**src/rtl/spi_cmd_controller.sv**
```systemverilog
// Frames the spi_slave byte stream into commands and commits whole words into a
// bank of configuration registers; malformed or truncated frames are counted and dropped.
module spi_cmd_controller #(
    parameter int REG_COUNT = 8,
    parameter int DATA_W    = 16
) (
    input  logic                        clk,
    input  logic                        rst,
    input  logic                        spi_ss,
    input  logic [7:0]                  byte_out,
    input  logic                        byte_ready,
    output logic [REG_COUNT*DATA_W-1:0] cfg_flat,
    output logic                        reg_we,
    output logic [3:0]                  reg_addr,
    output logic [DATA_W-1:0]           reg_wdata,
    output logic [7:0]                  err_count,
    output logic [7:0]                  cmd_count
);

    localparam int NBYTES = DATA_W / 8;
    localparam int CNT_W  = (NBYTES > 1) ? $clog2(NBYTES) : 1;

    typedef enum logic [1:0] {IDLE, CMD, DATA, DISCARD} state_t;

    state_t              state;
    logic                rdy_q;
    logic [CNT_W-1:0]    byte_cnt;
    logic [DATA_W-1:0]   stage;
    logic [3:0]          wr_addr;
    logic [DATA_W-1:0]   cfg_mem [REG_COUNT];

    logic                byte_evt;
    logic [DATA_W-1:0]   word_next;
    logic                addr_ok;
    logic [7:0]          err_inc;

    assign byte_evt  = byte_ready & ~rdy_q;
    assign word_next = (stage << 8) | DATA_W'(byte_out);
    assign addr_ok   = 32'(byte_out[3:0]) < 32'(REG_COUNT);
    assign err_inc   = (err_count == 8'hFF) ? err_count : err_count + 8'd1;

    for (genvar g = 0; g < REG_COUNT; g++) begin : g_flat
        assign cfg_flat[g*DATA_W +: DATA_W] = cfg_mem[g];
    end

    always_ff @(posedge clk) begin
        if (rst) begin
            state     <= IDLE;
            rdy_q     <= 1'b1;
            byte_cnt  <= '0;
            stage     <= '0;
            wr_addr   <= '0;
            reg_we    <= 1'b0;
            reg_addr  <= '0;
            reg_wdata <= '0;
            err_count <= '0;
            cmd_count <= '0;
            for (int unsigned i = 0; i < REG_COUNT; i++) cfg_mem[i] <= '0;
        end else begin
            rdy_q  <= byte_ready;
            reg_we <= 1'b0;
            // Deselect overrides everything, including a byte event in the same cycle.
            if (spi_ss) begin
                if (state == DATA) err_count <= err_inc;
                state <= IDLE;
            end else begin
                case (state)
                    IDLE: state <= CMD;
                    CMD: begin
                        if (byte_evt) begin
                            if (byte_out == 8'h00) begin
                                cmd_count <= cmd_count + 8'd1;
                            end else if (byte_out[7:4] == 4'h1 && addr_ok) begin
                                wr_addr  <= byte_out[3:0];
                                byte_cnt <= '0;
                                state    <= DATA;
                            end else if (byte_out[7:4] == 4'h2) begin
                                for (int unsigned i = 0; i < REG_COUNT; i++) cfg_mem[i] <= '0;
                                cmd_count <= cmd_count + 8'd1;
                            end else begin
                                err_count <= err_inc;
                                state     <= DISCARD;
                            end
                        end
                    end
                    DATA: begin
                        if (byte_evt) begin
                            stage <= word_next;
                            if (byte_cnt == CNT_W'(NBYTES - 1)) begin
                                for (int unsigned i = 0; i < REG_COUNT; i++)
                                    if (wr_addr == 4'(i)) cfg_mem[i] <= word_next;
                                reg_addr  <= wr_addr;
                                reg_wdata <= word_next;
                                reg_we    <= 1'b1;
                                cmd_count <= cmd_count + 8'd1;
                                state     <= CMD;
                            end else begin
                                byte_cnt <= byte_cnt + CNT_W'(1);
                            end
                        end
                    end
                    DISCARD: state <= DISCARD;
                    default: state <= IDLE;
                endcase
            end
        end
    end

endmodule

```
**config.mk**
```make
export PLATFORM = sky130hd
export DESIGN_NAME = spi_cmd_controller
export DESIGN_NICKNAME = d
export VERILOG_FILES = /design/src/rtl/spi_cmd_controller.sv
export SDC_FILE = /design/constraint.sdc
export NUM_CORES = 1
export LEC_CHECK = 0
export ABC_CLOCK_PERIOD_IN_PS = 3300
export CAP_MARGIN = 20
export CORE_UTILIZATION = 44
export DETAILED_ROUTE_END_ITERATION = 8
export MAX_ROUTING_LAYER = met4
export PLACE_DENSITY = 0.76
export SLEW_MARGIN = 20
export SYNTH_ARGS = -nofsm -noshare
export SYNTH_HDL_FRONTEND = slang
export SYNTH_SLANG_ARGS = --single-unit
```
**constraint.sdc**
```tcl
create_clock -name clk -period 3.3 [get_ports clk]
set_clock_uncertainty 0.2 [all_clocks]
set_input_delay 0.66 -clock clk [delete_from_list [all_inputs] [get_ports clk]]
set_output_delay 0.66 -clock clk [all_outputs]
set_load 0.01 [all_outputs]
```
---- Word level (Yosys, flattened, before mapping) ----
Memories as Yosys holds them, arrays and structs flattened.
Cells that the tools add are included.
word-level totals
  flip-flop bits (word level) ............. 53
  RAM bits ................................ 128
  output and inout bits ................... 165
  logic and storage cells ................. 190
  memories ................................ 1
memory list
  name     depth  width  rd ports  clocked after Yosys merged registers in  wr ports  line  text
  cfg_mem  8      16     8         0                                        8         30    logic [DATA_W-1:0] cfg_mem [REG_COUNT];
operators by class
  $add $sub $neg .......................... 3
  $lt $le $gt $ge ......................... 1
  equality and inequality tests ........... 25
  muxes and demuxes ....................... 111
  bitwise logic cells ..................... 23
  reduce and logical (&&, ||, !) cells .... 16
operator list
  cell                   count
  $mux W16               16
  $mux W8                14
  $mux W1                72
  $add A8 B1 Y8 const B  2
  $eq A4 B3 Y1 const B   4
  $ne A2 B2 Y1 const B   8
  $or A1 B1 Y1           16
  $or A16 B8 Y16         1
  $pmux W8 S2            1
  $eq A4 B2 Y1 const B   3
  $mux W2                6
  $reduce_and A6 Y1      2
  $reduce_and A5 Y1      2
  $ne A3 B3 Y1 const B   3
  $eq A4 B1 Y1 const B   2
  $eq A8 B8 Y1 const B   1
  $logic_not A8 Y1       1
  $pmux W2 S4            1
  $reduce_and A7 Y1      1
  $reduce_bool A2 Y1     3
  $not A1 Y1             5
  $eq A2 B2 Y1 const B   2
  $logic_not A4 Y1       1
  $lt A4 B4 Y1 const B   1
  other kinds (11)       11

---- Depth between registers and ports, before layout ----
Gate-level depths: netlist of the first run.
  word-level depth ........................ 11
  mapped depth ............................ 8
  gate-level depth less buffers ........... 6

---- Worst setup path after synthesis of the first run ----
Ideal clock, no wire load.
  path kind ............................... in2reg
  start ................................... input byte_ready
  end ..................................... memory cfg_mem[2][0], in the netlist cfg_mem[0][32], enable pin
  library setup time ...................... 0.411 ns
  data arrival time ....................... 2.857 ns
  data required time ...................... 2.689 ns
  setup slack ............................. -0.168 ns
  stages on the path ...................... 6
  cells stage by stage .................... nand3b_4 > or3_1 > clkbuf_1 > or3_1 > buf_2 > o21ai_0
RTL lines
  element          line  text
  start, declared  11    input logic byte_ready,
  end, declared    30

==> flow_summary.toml, run 1 <==
[outcome]
run_status = "complete, no violations"

[synth]
synthesis.nets = 577
synth_enable_flop_cells = 112
post_synth_main_area_contributors = "sky130_fd_sc_hd__edfxtp_1 49%, sky130_fd_sc_hd__dfxtp_1 20%, sky130_fd_sc_hd__and2_1 10%, sky130_fd_sc_hd__nand2_1 3.8%, sky130_fd_sc_hd__a21oi_1 2.6%"
synth_cells = 563
synth_xor_area_share_pct = 1.139
synth.ff_latch_count = 181
synth-compound-area-share_pct = 7.537
async_flop_share_pct = 0
ys_seq_area_share_pct = 68.53
synth_flop_cell = "sky130_fd_sc_hd__edfxtp_1"
post_synth.cell_area_avg_um2 = 12.30
yosysWarnings = 0
netlist-cell-type-count = 43
yosysTopAreaCellShare_pct = 48.58
post_synth_instance_area_um2 = 6923
post-synth-top-area-cell = "sky130_fd_sc_hd__edfxtp_1"
simple_gate_share_of_the_synthesized_area_pct = 19.57
main_combinational_cell_family_by_area_after_synthesis = "simple AND/OR/NAND/NOR gates"
yosys.area_share.adder_pct = 0.3615
synth_mux_area_share_pct = 0.8675

[die]
initial_core_util_pct = 45.37
dieWidth_um = 127.4
num_io_pins = 177
floorplan.die.height_um = 127.4
fp-row-count = 45
die_area_um2 = 16240
floorplan.core_area_um2 = 15260

[clock_network]
clk_root_buf = "sky130_fd_sc_hd__clkbuf_16"
clk-insertion-delay-late_ns = 0.42
clock_path_buffers = 2
clock_tree_from_tritoncts = "yes"
cts-buffers-inserted = 17
post-cts-setup-buffers = 0
clock_sink_count = 181
hold_buf_cts = 0
clk_pin_slew_worst_paths_ns = 0.06
postCtsResizedCells = 0
htree_depth = 4

[timing]
slew_headroom_pct = 49.47
maxSlewViolCount = 0
period_share_pct = 92.92
grt_setup_unrepaired = "no"
tightestPinTransition_ns = 0.7580
achievable-frequency_mhz = 326.1
layout_min_cycle_time_ns = 3.066
timing.final.hold_violations = 0
finalSetupViolCount = 0
fin_tns_setup_ns = 0
hold_slack_ns = 0.2574

[layout]
areaGrowthSynthToFinish_pct = 40.77
fillCellCount = 1156
fin_area_um2 = 9746
multi_input_area_um2 = 2059
fin_nets = 780
layout.core_utilization_pct = 63.87
drive_above_1_share_pct = 9.499
antenna_cells_inserted = 0
layout.area.seq_um2 = 4745

[global_route]
grt_max_degree = 30
grt_pass1_vias = 5023
grt_util_all_layers_pct = 23.49
grt_pass1_wl_um = 27560
number_of_antenna_violations_at_the_first_check_in_global_routing = 0
grt_overflow = 0

[setup_path]
critPathMaxFanout = 16
setup.worst_path.start = "byte_ready"
critical_setup_path_class = "in2reg"
cell_type_group_with_the_largest_total_delay_on_the_critical_path = "compound AO/OA/AOI/OAI gates"
slowest_stage = "sky130_fd_sc_hd__o31a_1"
crit_arrival_ns = 3.22
timing.critical_path.to_type = "register"
rr_startpoint = "state[0]"
critical_path.cell_chain = "clkdlybuf4s50_1, buf_4, or3b_2, nor2_1, a21oi_1, o31a_1, a22o_1"
critPathMaxStageDelay_ns = 0.69
critical_path_required_ns = 3.46
crit_buf_inv = 2
critical_path_launch_point_type = "input pin"

[min_path]
hp-class = "reg2reg"
min_delay_startpoint = "reg_wdata[4]"

[routing]
number_of_drc_markers_in_iteration_0 = 337
vias = 5101
drc = 0
postRouteAntennaNets = 0
drt-vias-per-instance = 5.153
route.detailed.wl_per_inst_um = 18.00
dr.pass1.iters = 5
total_wirelength_of_the_detailed_routed_design_um = 17820

[power_and_ir_drop]
cellPowerDensity_nw_per_um2 = 479.2
peakVddDrop_mv = 0.3326
p_leak_nw = 3.541
design_power_total_w = 0.004670

[place]
finalWeightedCongestion = 0.8985
i_o_buffers = 176
hpwlAfterDp_um = 12610
detailed_place.area_um2 = 9175

[job]
cap_violations = 0
final timing paths:
| kind | end | slack (ns) | cells after the start |
|---|---|---|---|
| setup / recovery | cfg_mem[0][14] | 0.23 | 7 |
| hold / removal | reg_wdata[4] | 0.26 | 2 |
| setup reg to reg | cfg_mem[0][14] | 0.73 | 7 |
| hold reg to reg | reg_wdata[4] | 0.26 | 2 |
power breakdown:
group | switching (W) | leakage [nW] | total [W] | internal (W)
sequential | 0.0000233 | 1.71 | 0.00247 | 0.00244
combinational | 0.000128 | 1.54 | 0.000251 | 0.000123
clock | 0.000802 | 0.285 | 0.00195 | 0.00115
total | 0.000954 | 3.54 | 0.00467 | 0.00372
cell usage after synthesis (all sizes together), types with 4 or more instances:
master / n
a22o: 16
inv: 4
dfxtp: 69
clkbuf: 27
o21ai: 8
nor2: 30
a21oi: 36
nor3: 5
nand3: 6
xnor2: 7
mux2i: 6
and2: 113
nand2: 70
or3: 4
nand3b: 4
edfxtp: 112
metrics by stage:
stage,std cells,setup WS (ns)
3_3_place_gp,958,0.02083
4_1_cts,990,0.2673
3_5_place_dp,958,-0.1588
5_1_grt,990,0.1181
6_report,990,0.2337
2_1_floorplan,563,0.1219
layout make-up:
cell class | count | area share [%]
repair buffers | 214 | 21.47
flip-flops and latches | 181 | 48.68
clock inverters | 10 | 1.091
clock buffers | 22 | 4.763
well taps | 211 | 2.709
multi-input cells | 348 | 21.13
inverters | 4 | 0.1541
registers in the layout (all words and copies together), names as in the netlist:
register   cells
err_count      8
cfg_mem      128
rdy_q          1
reg_we         1
reg_wdata     16
reg_addr       4
cmd_count      8
byte_cnt       1
state          2
stage          8
wr_addr        4
cells in the final DEF, fill, tap and decap left out, types with 5 or more instances in the layout:
| cell | instances |
|---|---|
| sky130_fd_sc_hd__clkbuf_16 | 17 |
| sky130_fd_sc_hd__edfxtp_1 | 112 |
| sky130_fd_sc_hd__mux2i_1 | 6 |
| sky130_fd_sc_hd__o21ai_1 | 6 |
| sky130_fd_sc_hd__clkinv_2 | 5 |
| sky130_fd_sc_hd__nand2_1 | 70 |
| sky130_fd_sc_hd__dfxtp_1 | 69 |
| sky130_fd_sc_hd__a22o_1 | 16 |
| sky130_fd_sc_hd__buf_4 | 34 |
| sky130_fd_sc_hd__and2_1 | 113 |
| sky130_fd_sc_hd__nand3_1 | 6 |
| sky130_fd_sc_hd__clkdlybuf4s50_1 | 175 |
| sky130_fd_sc_hd__xnor2_1 | 7 |
| sky130_fd_sc_hd__a21oi_1 | 36 |
| sky130_fd_sc_hd__nor2_1 | 30 |
worst reg2reg max path, delay by kind of cell, from the launching register on:
family	cells	cell delay [ns]
AND/OR/NAND/NOR	3	1.07
AO/OA/AOI/OAI	2	0.48
buffers and inverters	2	0.40
flip-flops	1	0.36
metal layers:
metal,share of wire [%],GRT usage [%]
met1,43,29.62
met2,48,36.55
met4,2.3,9.244
met5,0,-
met3,7.3,5.779
cells by family after synthesis:
logic type	Yosys count
compound gates	78
xor+xnor	9
fa+ha+maj	2
buf+inv	34
flops	181
mux	6
simple gates	253
(Power assumes the default switching activity.)
==> inputs of run 2 (changes only) <==
--- a/config.mk
+++ b/config.mk
@@ -15,3 +15,4 @@
 export SYNTH_ARGS = -nofsm -noshare
 export SYNTH_HDL_FRONTEND = slang
 export SYNTH_SLANG_ARGS = --single-unit
+export TNS_END_PERCENT = 100
==> results of run 2 <==
Same layout as run 1: the final DEF is identical, and so are final timing and power.
